## src/rtl/buf_stream_tx_pkg.sv

```systemverilog
// Shared definitions for the buffer reader: FSM state encoding and the
// default widths agreed with the block-RAM buffer.
package buf_stream_tx_pkg;

  typedef enum logic [1:0] {
    ST_IDLE = 2'd0,
    ST_RUN  = 2'd1,
    ST_DONE = 2'd2
  } state_t;

  localparam int BUF_DATA_WIDTH = 24;
  localparam int BUF_ADDR_WIDTH = 18;
  localparam int BUF_DATA_DEPTH = 24;

endpackage

```

## src/rtl/buf_stream_tx_if.sv

```systemverilog
// Buffer read port plus AXI4-Stream master bundled as one interface.
// master = the reader (buf_stream_tx); slave = buffer memory and stream sink.
interface buf_stream_tx_if #(
  parameter int DATA_WIDTH = 24,
  parameter int ADDR_WIDTH = 18
);
  logic                  mem_ce;
  logic                  mem_we;
  logic [ADDR_WIDTH-1:0] mem_addr;
  logic [DATA_WIDTH-1:0] mem_q;

  // A beat transfers on every cycle with m_axis_tvalid && m_axis_tready; once
  // tvalid rises, tvalid/tdata/tlast hold unchanged until that handshake.
  logic [DATA_WIDTH-1:0] m_axis_tdata;
  logic                  m_axis_tvalid;
  logic                  m_axis_tready;
  logic                  m_axis_tlast;

  modport master (
    output mem_ce, mem_we, mem_addr,
    input  mem_q,
    output m_axis_tdata, m_axis_tvalid, m_axis_tlast,
    input  m_axis_tready
  );

  modport slave (
    input  mem_ce, mem_we, mem_addr,
    output mem_q,
    input  m_axis_tdata, m_axis_tvalid, m_axis_tlast,
    output m_axis_tready
  );
endinterface

```

## src/rtl/buf_stream_tx.sv

```systemverilog
// Drains eff_len = min(len, DATA_DEPTH) words from buffer address 0 onto an
// AXI4-Stream master. Define BUF_STREAM_TX_TLAST_EN to drive m_axis_tlast.
module buf_stream_tx
  import buf_stream_tx_pkg::*;
#(
  parameter int DATA_WIDTH = BUF_DATA_WIDTH,
  parameter int DATA_DEPTH = BUF_DATA_DEPTH,
  parameter int ADDR_WIDTH = BUF_ADDR_WIDTH
) (
  input  logic                  clk,
  input  logic                  rst,
  input  logic                  start,
  input  logic [ADDR_WIDTH-1:0] len,
  output logic                  busy,
  output logic                  done,
  output state_t                state,
  buf_stream_tx_if.master       bus
);

  localparam logic [ADDR_WIDTH-1:0] DEPTH_LIM = ADDR_WIDTH'(DATA_DEPTH);

  state_t                state_q, state_d;
  logic [ADDR_WIDTH-1:0] eff_len_q;
  logic [ADDR_WIDTH-1:0] rd_ptr_q;
  logic [DATA_WIDTH-1:0] data_q;
  logic                  valid_q;
  logic                  last_q;
  logic                  fetch;
  logic                  handshake;

  // A new word is read only when the output register is empty or draining.
  assign fetch     = (state_q == ST_RUN) && (rd_ptr_q < eff_len_q) &&
                     (!valid_q || bus.m_axis_tready);
  assign handshake = valid_q && bus.m_axis_tready;

  always_comb begin
    state_d = state_q;
    case (state_q)
      ST_IDLE: if (start) state_d = ST_RUN;
      ST_RUN: begin
        if (eff_len_q == '0)        state_d = ST_DONE;
        else if (handshake && last_q) state_d = ST_DONE;
      end
      ST_DONE: state_d = ST_IDLE;
      default: state_d = ST_IDLE;
    endcase
  end

  always_ff @(posedge clk or posedge rst) begin
    if (rst) state_q <= ST_IDLE;
    else     state_q <= state_d;
  end

  always_ff @(posedge clk or posedge rst) begin
    if (rst) begin
      eff_len_q <= '0;
      rd_ptr_q  <= '0;
      data_q    <= '0;
      valid_q   <= 1'b0;
      last_q    <= 1'b0;
    end else begin
      if (state_q == ST_IDLE && start) begin
        eff_len_q <= (len > DEPTH_LIM) ? DEPTH_LIM : len;
        rd_ptr_q  <= '0;
      end
      if (fetch) begin
        data_q   <= bus.mem_q;
        valid_q  <= 1'b1;
        rd_ptr_q <= rd_ptr_q + ADDR_WIDTH'(1);
        last_q   <= (rd_ptr_q == eff_len_q - ADDR_WIDTH'(1));
      end else if (handshake) begin
        valid_q <= 1'b0;
      end
    end
  end

  assign bus.mem_ce        = fetch;
  assign bus.mem_we        = 1'b0;
  assign bus.mem_addr      = fetch ? rd_ptr_q : '0;
  assign bus.m_axis_tdata  = data_q;
  assign bus.m_axis_tvalid = valid_q;
`ifdef BUF_STREAM_TX_TLAST_EN
  assign bus.m_axis_tlast  = last_q;
`else
  assign bus.m_axis_tlast  = 1'b0;
`endif

  assign busy  = (state_q != ST_IDLE);
  assign done  = (state_q == ST_DONE);
  assign state = state_q;

endmodule

```

## src/flat_wrapper.sv

```systemverilog
// flat-port wrapper written by rule: the top's interface ports become plain ports
module buf_stream_tx_flat import buf_stream_tx_pkg::*;
#(
  parameter int DATA_WIDTH = BUF_DATA_WIDTH,
  parameter int DATA_DEPTH = BUF_DATA_DEPTH,
  parameter int ADDR_WIDTH = BUF_ADDR_WIDTH
)
  (clk, rst, start, len, busy, done, state, bus_mem_ce, bus_mem_we, bus_mem_addr, bus_mem_q, bus_m_axis_tdata, bus_m_axis_tvalid, bus_m_axis_tlast, bus_m_axis_tready);
  buf_stream_tx_if #(.DATA_WIDTH(DATA_WIDTH), .ADDR_WIDTH(ADDR_WIDTH)) bus_i ();
  input  logic clk;
  input  logic rst;
  input  logic start;
  input  logic [ADDR_WIDTH-1:0] len;
  output logic busy;
  output logic done;
  output state_t state;
  output wire logic [$bits(bus_i.mem_ce)-1:0] bus_mem_ce;
  output wire logic [$bits(bus_i.mem_we)-1:0] bus_mem_we;
  output wire logic [$bits(bus_i.mem_addr)-1:0] bus_mem_addr;
  input wire logic [$bits(bus_i.mem_q)-1:0] bus_mem_q;
  output wire logic [$bits(bus_i.m_axis_tdata)-1:0] bus_m_axis_tdata;
  output wire logic [$bits(bus_i.m_axis_tvalid)-1:0] bus_m_axis_tvalid;
  output wire logic [$bits(bus_i.m_axis_tlast)-1:0] bus_m_axis_tlast;
  input wire logic [$bits(bus_i.m_axis_tready)-1:0] bus_m_axis_tready;
  assign bus_mem_ce = bus_i.mem_ce;
  assign bus_mem_we = bus_i.mem_we;
  assign bus_mem_addr = bus_i.mem_addr;
  assign bus_i.mem_q = bus_mem_q;
  assign bus_m_axis_tdata = bus_i.m_axis_tdata;
  assign bus_m_axis_tvalid = bus_i.m_axis_tvalid;
  assign bus_m_axis_tlast = bus_i.m_axis_tlast;
  assign bus_i.m_axis_tready = bus_m_axis_tready;
  buf_stream_tx #(.DATA_WIDTH(DATA_WIDTH), .DATA_DEPTH(DATA_DEPTH), .ADDR_WIDTH(ADDR_WIDTH)) u_core (.clk(clk), .rst(rst), .start(start), .len(len), .busy(busy), .done(done), .state(state), .bus(bus_i));
endmodule
```

## config.mk

```make
export PLATFORM = sky130hd
export DESIGN_NAME = buf_stream_tx_flat
export DESIGN_NICKNAME = d
export VERILOG_FILES = /design/src/rtl/buf_stream_tx_pkg.sv /design/src/rtl/buf_stream_tx_if.sv /design/src/rtl/buf_stream_tx.sv /design/src/flat_wrapper.sv
export SDC_FILE = /design/constraint.sdc
export NUM_CORES = 1
export LEC_CHECK = 0
export CAP_MARGIN = 5
export CORE_ASPECT_RATIO = 1.1
export CORE_MARGIN = 2
export CORE_UTILIZATION = 56
export CTS_BUF_LIST = sky130_fd_sc_hd__clkbuf_8
export CTS_CLUSTER_DIAMETER = 200
export DETAILED_ROUTE_END_ITERATION = 7
export GPL_TIMING_DRIVEN = 0
export PLACE_DENSITY = 0.89
export SETUP_SLACK_MARGIN = 0.05
export SLEW_MARGIN = 0
export SYNTH_ARGS = -nofsm -noshare
export SYNTH_HDL_FRONTEND = slang
export SYNTH_SLANG_ARGS = --single-unit
```

## constraint.sdc

```tcl
create_clock -name clk -period 8.19 [get_ports clk]
set_input_delay 1.638 -clock clk [delete_from_list [all_inputs] [get_ports clk]]
set_output_delay 1.638 -clock clk [all_outputs]
set_load 0.1 [all_outputs]
```

==> out/metrics.cfg, run 1 <==
[drt]
drt_iter0_drc=280
viasPerCell=5.674
wire_per_inst_um=15.76
vias=3773
wirelength_um=10480
drc=0
dr.pass1.iters=5
ant_nets=0

[critical_path]
crit_top_cell=clkdlybuf4s50_1
crit_type=in2out
reg2reg_slack_ns=5.22
endpoint_kind=output port
r2r_end=u_core.rd_ptr_q[3]$_DFFE_PP0P_
slowest_stage=clkdlybuf4s50_1
critPathTopFamily=buffers and inverters
cp-start-kind=primary input
required_ns=6.55
rr_worst_depth=9
worstPathCellList=clkdlybuf4s50_1, nor2b_1, a2111oi_4, nand3_1, inv_2, clkbuf_1, and2_1, clkdlybuf4s50_1
r2r-start=u_core.eff_len_q[1]$_DFFE_PP0P_
crit_arrival_ns=4.85
critical-path-max-stage-delay_ns=1.13
crit_buf_inv=4
crit_fanout=10

[yosys]
synth_cell_type_count=51
synth_area_per_cell_sq_um=8.390
synth_ff_type=dfrtp_1
synth-edff-count=0
ys_seq_elements=64
ys_async_sr_fraction_pct=100.0
synth_area_sq_um=3935
yosysWarnings=0
ys_seq_area_share_pct=40.70
synth_cells=469

[min_path]
hp-class=reg2reg
whs_endpoint=u_core.bus.m_axis_tdata[21]$_DFFE_PP0P_
holdPathStages=2
hp-start=u_core.bus.m_axis_tdata[21]$_DFFE_PP0P_

[clock_network]
clk_pin_slew_ns=0.08
postCtsSetupBuffers=0
cts-htree-levels=3
cts_tree=yes
cts_root_buf=clkbuf_8
clock-sinks=64
hold_buffers=0
clkLatencyLatePin_ns=0.35
clock_path_buffers=2
cts_made_buffers=9
cts-resized-gates=0

[grt]
grt_pass1_wl_um=17770
grt_pass1_vias=3773
gr-usage-all-layers_pct=28.60
grt_start_max_net_pins=38
antenna_found_initial=0
grt_overflow=0

[layout]
utilization_pct=74.96
antenna_cells=0
area_growth_syn_to_layout_pct=31.96
nets=642
drive_gt1_share_pct=8.276

[timing]
final.setup_skew_ns=0.01308
hold_viol=0
grt_setup_unrepaired=no
slew_viol_final=0
whs_ns=0.4842
timing.final.crit_share_pct=79.22
finalSetupViolCount=0
worst_pin_slew_ns=0.9926
finalSetupTns_ns=0
period_needed_ns=6.488
clock.fmax_mhz=154.1
fin_ws_ns=1.702
max-slew-margin-rel_pct=33.62

[floorplan]
die_area_sq_um=7714
core_sq_um=6927
start_util_pct=56.81
dieHeight_um=91.92
die_x_um=83.93
num_rows=32
pin_count=96

[power]
p_total_uw=870.4
p_per_area_nw_per_um2=167.6
p_leak_nw=2.348
vdd_drop_max_v=0.0001957

[place]
hpwlAfterDp_um=7692
io_buffer_count=93
gp_congestion=0.9103
pre_cts_ws_ns=1.744

[status]
run_status=finished clean

[job]
maxCapViolCount=0

-- through the flow --
| stage | instance area (sq um) | instances |
|---|---|---|
| 2_1_floorplan | 3939 | 470 |
| 3_3_place_gp | 4976 | 648 |
| 3_5_place_dp | 4996 | 649 |
| 4_1_cts | 5192 | 665 |
| 5_1_grt | 5192 | 665 |
| 6_report | 5192 | 665 |
-- flip-flops by register name, indices dropped and copies added, names as in the netlist --
register,cells
u_core.eff_len_q,18
u_core.last_q,1
u_core.rd_ptr_q,18
u_core.state,2
u_core.bus.m_axis_tvalid,1
u_core.bus.m_axis_tdata,24
-- logic make-up after synthesis --
group / share of synthesized area [%]
compound gates: 11.54
xor+xnor: 5.342
fa+ha+maj: 6.677
buf+inv: 6.200
flops: 40.70
other cells: 0.09530
simple gates: 29.44
-- worst reg2reg max path, stage by stage (launching register included) --
cell and delay [ns]:
dfrtp_1 0.42, inv_1 0.17, ha_1 0.26, nor2b_1 0.14
o2111a_1 0.23, o41ai_2 0.42, nand3_1 0.35, clkbuf_1 0.34
or3_1 0.43, o21ai_0 0.11
-- cells in the final DEF (no fill, tap or decap), types with 7 or more instances in the layout --
cell / instances
ha_1: 21
inv_1: 31
clkbuf_8: 9
nand3_1: 20
o21ai_0: 21
xor2_1: 10
nor3_1: 11
nor2b_1: 7
nor4_1: 9
xnor2_1: 14
nand2_1: 99
dfrtp_1: 64
and2_1: 15
or3_1: 10
clkbuf_1: 9
a21oi_1: 18
nand4_1: 9
buf_2: 9
clkdlybuf4s50_1: 93
nor2_1: 33
-- synth_stat cells (2+ instances only) --
cell type,number,area share (%)
a211o_1,3,0.67
a211oi_1,4,0.76
a21o_1,3,0.57
a21oi_1,18,2.3
a22oi_1,2,0.38
and2_1,15,2.4
and3_1,2,0.32
buf_2,9,1.1
buf_4,4,0.76
clkbuf_1,9,0.86
dfrtp_1,64,41
ha_1,21,6.7
inv_1,31,3.0
nand2_1,99,9.4
nand2_2,2,0.32
nand2b_1,2,0.32
nand3_1,20,2.5
nand3b_1,3,0.57
nand4_1,9,1.4
nor2_1,33,3.1
nor2b_1,7,1.1
nor3_1,11,1.4
nor3b_1,4,0.76
nor4_1,9,1.4
o211ai_1,4,0.76
o21ai_0,21,2.7
or2_2,4,0.64
or3_1,10,1.6
or4_1,2,0.38
xnor2_1,14,3.1
xor2_1,10,2.2
-- power breakdown --
part / total [mW] / internal (mW) / switching, mW
Sequential: 0.349 / 0.333 / 0.0164
Clock: 0.279 / 0.140 / 0.139
Combinational: 0.242 / 0.0713 / 0.171
-- layout make-up --
| class | instances | area [sq um] |
|---|---|---|
| tap | 85 | 106.4 |
| clock buffer | 9 | 123.9 |
| inverter | 32 | 120.1 |
| sequential | 64 | 1602 |
| multi-input combinational | 350 | 2093 |
| clock inverter | 7 | 72.57 |
| timing repair buffer | 94 | 950.9 |
| fill | 486 | 1734 |
| buffer | 24 | 123.9 |
-- per-layer routing --
metal | track usage (%) | vias up | wire [um]
met5 | 0 | - | 0
met4 | 10.89 | 0 | 262
met3 | 6.031 | 21 | 741
met2 | 48.93 | 156 | 5200
met1 | 35.57 | 1802 | 4277
li1 | - | 1794 | -
-- how the worst max path moves through the flow --
stage	from	to	cells past startpoint
after global placement	bus_m_axis_tready	bus_mem_addr[2]	8
final	bus_m_axis_tready	bus_mem_addr[2]	8
after floorplan	bus_m_axis_tready	bus_mem_addr[0]	6
after detailed placement	bus_m_axis_tready	bus_mem_addr[2]	8
after CTS	bus_m_axis_tready	bus_mem_addr[2]	8
after global routing	bus_m_axis_tready	bus_mem_addr[2]	8
Note: power is estimated with default switching activity, not from simulation.
==> run 2, diff against run 1 <==
CORE_UTILIZATION = 52   (was 56)
PLACE_DENSITY = 0.83   (was 0.89)
clock period = 6.3 ns   (was 8.19 ns; I/O delays follow)
==> out/metrics.cfg, run 2 (synthesis gave the netlist of run 1 again) <==
[grt]
grt_start_max_net_pins=41
gr-usage-all-layers_pct=27.75
grt_overflow=0
antenna_found_initial=0
grt_pass1_wl_um=17780
grt_pass1_vias=3706

[floorplan]
pin_count=96
num_rows=33
start_util_pct=53.24
die_area_sq_um=8280
core_sq_um=7391
dieHeight_um=95.24
die_x_um=86.94

[power]
p_int_uw=748.4
combPwrFrac_pct=26.8
switchingPower_uw=414.5
p_clk_share_pct=34.3
p_leak_nw=2.366
sw_frac_of_total_pct=35.65
p_per_area_nw_per_um2=222.8
vdd_drop_max_v=0.0001973
pwr-share-seq_pct=38.9

[layout]
drive_gt1_share_pct=8.276
area_growth_syn_to_layout_pct=32.62
antenna_cells=0
mostFrequentLayoutCell=nand2_1
final_cell_mix=nand2_1, clkdlybuf4s50_1, dfrtp_1
largest_reg_flops=24
nets=642

[critical_path]
crit_arrival_ns=4.59
cp-start-kind=primary input
crit_fanout=10
endpoint_kind=output port
crit_type=in2out
required_ns=5.04

[timing]
slew_viol_final=0
period_needed_ns=5.850
finalSetupTns_ns=0
final.setup_skew_ns=0.008754
finalSetupViolCount=0
grt_setup_unrepaired=no
hold_viol=0
timing.final.crit_share_pct=92.86
clock.fmax_mhz=170.9
worst_pin_slew_ns=1.006
fin_ws_ns=0.4501
max-slew-margin-rel_pct=32.74

[place]
gp_congestion=0.8895
hpwlAfterDp_um=7707
pre_cts_ws_ns=0.5295
io_buffer_count=93

[job]
maxCapViolCount=0

[drt]
wirelength_um=10490
drc=0
drt_iter0_drc=308
vias=3732
dr.pass1.iters=5
ant_nets=0
wire_per_inst_um=15.73
viasPerCell=5.595

[min_path]
hp-class=reg2reg

[clock_network]
cts_made_buffers=9
clock_path_buffers=2
hold_buffers=0
clk_pin_slew_ns=0.07
cts-resized-gates=0
postCtsSetupBuffers=0
cts_root_buf=clkbuf_8
cts-htree-levels=3
clkLatencyLatePin_ns=0.35
clock-sinks=64
cts_tree=yes

[status]
run_status=finished clean

[run 2: changes by cell type in the layout (fill, tap and decap cells not counted)]
cell	delta
clkinv_4	+1
bufinv_16	+1
clkinvlp_4	-2
[run 2: cell type report]
cell class                      count  area [sq um]
Buffer                             24         123.9
Clock buffer                        9         123.9
Clock inverter                      7         96.34
Fill cell                         549          2172
Inverter                           32         120.1
Multi-Input combinational cell    350          2093
Sequential cell                    64          1602
Tap cell                           87         108.9
Timing Repair Buffer               94         950.9
[run 2: power by group through the flow]
stage	logic [mW]	registers (mW)	clock network [mW]
after floorplan	0.118	0.558	0
after global placement	0.305	0.459	0
after detailed placement	0.312	0.460	0
after CTS	0.313	0.453	0.399
after global routing	0.331	0.457	0.419
final	0.312	0.452	0.398
[run 2: path summary, 6_finish.rpt]
check	startpoint	endpoint	slack (ns)	depth (start not counted)
min	u_core.bus.m_axis_tdata[21]$_DFFE_PP0P_	u_core.bus.m_axis_tdata[21]$_DFFE_PP0P_	0.47	2
max reg2reg	u_core.eff_len_q[15]$_DFFE_PP0P_	u_core.rd_ptr_q[7]$_DFFE_PP0P_	3.27	9
min in group asynchronous	rst	u_core.bus.m_axis_tdata[7]$_DFFE_PP0P_	1.41	2
max in group asynchronous	rst	u_core.bus.m_axis_tdata[18]$_DFFE_PP0P_	4.26	3
max	bus_m_axis_tready	bus_mem_addr[6]	0.45	8
min reg2reg	u_core.bus.m_axis_tdata[21]$_DFFE_PP0P_	u_core.bus.m_axis_tdata[21]$_DFFE_PP0P_	0.47	2
[run 2: through the flow]
step	std cells	hold WS, ns	area, sq um	util [%]	total power [mW]
2_1_floorplan	470	0.4491	3939	-	0.6767
3_3_place_gp	650	0.4573	4979	67.36	0.7639
3_5_place_dp	651	0.4612	4999	67.63	0.7724
4_1_cts	667	0.4786	5219	70.61	1.165
5_1_grt	667	0.4991	5219	70.61	1.207
6_report	667	0.4730	5219	70.61	1.163
[run 2: layer usage]
layer,track usage (%),vias up,part of all wire (%)
met5,0,-,0
met4,11.72,0,2.7
met3,6.667,24,7.0
met2,45.87,151,49
met1,34.71,1768,42
li1,-,1789,-
[run 2: worst max-delay path, cell delays in order]
cell and delay (ns):
clkdlybuf4s50_1 0.47, nor2b_1 0.08, a2111oi_4 0.37, nand3_1 0.39, inv_2 0.28, clkbuf_1 0.39, and2_1 0.21, clkdlybuf4s50_1 1.14
==> run 3, diff against run 2 <==
ABC_AREA = 1   (was default)
==> out/metrics.cfg, run 3 <==
[place]
hpwlAfterDp_um=8330
gp_congestion=0.9344
placedCellCount=763
io_buffer_count=93

[layout]
mostFrequentLayoutCell=nand2_1
antenna_cells=0
final_cells=779
largest_reg_flops=24
final_cell_mix=nand2_1, clkdlybuf4s50_1, nor2_1
nets=736
area_growth_syn_to_layout_pct=30.60
drive_gt1_share_pct=8.309

[grt]
grt_overflow=0
grt_start_max_net_pins=35
grt_pass1_wl_um=17810
grt_pass1_vias=3955
antenna_found_initial=0
gr-usage-all-layers_pct=26.33

[yosys]
ys_seq_elements=64
synth_cells=563
ys_seq_area_share_pct=39.13
synth-edff-count=0
synth_ff_type=dfrtp_1
synth.largest_area_cell=dfrtp_1
yosysWarnings=0
ys_async_sr_fraction_pct=100.0
synth_area_per_cell_sq_um=7.269
synth_top_area_share_pct=39.13
synth.most_common_cell=nand2_1
synth_area_sq_um=4093
synth_cell_type_count=35
synth_area_leaders=dfrtp_1, nand2_1, nor2_1
synth_commonest_cells=nand2_1, nor2_1, dfrtp_1, inv_1, nand3_1

[timing]
final.setup_skew_ns=0.01046
max-slew-margin-rel_pct=33.47
hold_viol=0
finalSetupTns_ns=0
period_needed_ns=4.883
clock.fmax_mhz=204.8
timing.final.crit_share_pct=77.50
finalSetupViolCount=0
slew_viol_final=0
worst_pin_slew_ns=0.9949
grt_setup_unrepaired=no

[status]
run_status=finished clean

[drt]
ant_nets=0
wl_met2_um=5250
drc=0
wirelength_um=10610
vias=4007
drt_iter0_drc=169
routed.top_layer=met4
wire_per_inst_um=13.62
dr.pass1.iters=6
dr_wl_met3_um=749
m1WireLength_um=4404
viasPerCell=5.144

[clock_network]
postCtsSetupBuffers=0
cts_tree=yes
cts-resized-gates=0
clkLatencyLatePin_ns=0.35
hold_buffers=0
cts-htree-levels=3
clock_path_buffers=2
clk_pin_slew_ns=0.07
cts_root_buf=clkbuf_8
cts_made_buffers=9
clock-sinks=64

[critical_path]
endpoint_kind=output port
cp-start-kind=primary input
crit_fanout=10
crit_arrival_ns=3.62
required_ns=5.04
crit_type=in2out

[floorplan]
die_x_um=88.59
core_sq_um=7556
pin_count=96
dieHeight_um=97.05
start_util_pct=54.16
num_rows=33
die_area_sq_um=8597

[power]
p_leak_nw=2.641
p_per_area_nw_per_um2=498.9
vdd_drop_max_v=0.0005365

[min_path]
hp-class=reg2reg

[job]
maxCapViolCount=0

[run 3: changes by cell type after synthesis, sizes merged, moves of 6 or more]
| cell | previous run | this run |
|---|---|---|
| a21oi | 19 | 8 |
| and2 | 15 | 0 |
| clkbuf | 9 | 3 |
| inv | 32 | 60 |
| nand2 | 101 | 180 |
| nand3 | 20 | 44 |
| nor2 | 33 | 89 |
| nor2b | 7 | 0 |
| nor3 | 12 | 4 |
| nor4 | 10 | 2 |
| or3 | 10 | 0 |
[run 3: final timing paths]
check                                                  startpoint                                      end  slack [ns]  cells after the start
hold / removal             u_core.bus.m_axis_tdata[4]$_DFFE_PP0P_   u_core.bus.m_axis_tdata[4]$_DFFE_PP0P_        0.48                      2
setup / recovery                                bus_m_axis_tready                          bus_mem_addr[0]        1.42                      7
setup reg to reg                 u_core.eff_len_q[11]$_DFFE_PP0P_          u_core.rd_ptr_q[10]$_DFFE_PP0P_        4.08                     12
max in group asynchronous                                     rst          u_core.eff_len_q[8]$_DFFE_PP0P_        4.35                      3
min in group asynchronous                                     rst  u_core.bus.m_axis_tdata[10]$_DFFE_PP0P_        1.33                      2
hold reg to reg            u_core.bus.m_axis_tdata[4]$_DFFE_PP0P_   u_core.bus.m_axis_tdata[4]$_DFFE_PP0P_        0.48                      2
[run 3: kinds of logic after synthesis]
kind of cell,after synthesis,share of synthesized area (%)
AO/OA/AOI/OAI,35,4.800
adder cells (fa/ha/maj),21,6.420
flip-flops,64,39.13
XOR/XNOR,23,4.922
buffers and inverters,79,8.162
other,1,0.09163
AND/OR/NAND/NOR,340,36.47
[run 3: area by class of cell]
cell class | count | area, sq um
fill | 585 | 2211
tap | 105 | 131.4
timing repair buffer | 94 | 950.9
clock inverter | 6 | 28.78
sequential | 64 | 1602
buffer | 19 | 108.9
clock buffer | 10 | 137.6
multi-input combinational | 421 | 2161
inverter | 60 | 225.2
[run 3: power by group]
group | internal [mW] | switching (mW) | total [mW]
Sequential | 0.520 | 0.0803 | 0.600
Combinational | 0.437 | 1.32 | 1.76
Clock | 0.148 | 0.159 | 0.307
[run 3: metrics by stage]
step | hold WS [ns] | instance area, sq um | util, % | power, mW | worst slack (ns)
floorplan | 0.4495 | 4096 | - | 1.937 | 2.133
global placement | 0.4523 | 5159 | 68.27 | 2.331 | 1.464
detailed placement | 0.4586 | 5179 | 68.54 | 2.363 | 1.446
CTS | 0.4767 | 5345 | 70.74 | 2.676 | 1.437
global route | 0.4976 | 5345 | 70.74 | 2.825 | 1.307
finish | 0.4763 | 5345 | 70.74 | 2.667 | 1.417
[run 3: metal layers]
metal  up-vias  global-route usage, %
li1       1993                      -
met4         0                  7.226
met2       135                  43.55
met1      1857                  33.63
met3        22                  7.167
met5         -                      0
[run 3: worst max-delay path, stage by stage]
cell	delay, ns
clkdlybuf4s50_1	0.53
nor2_1	0.11
inv_1	0.08
nand2_1	0.14
buf_2	0.24
nor2_2	0.12
clkdlybuf4s50_1	1.14
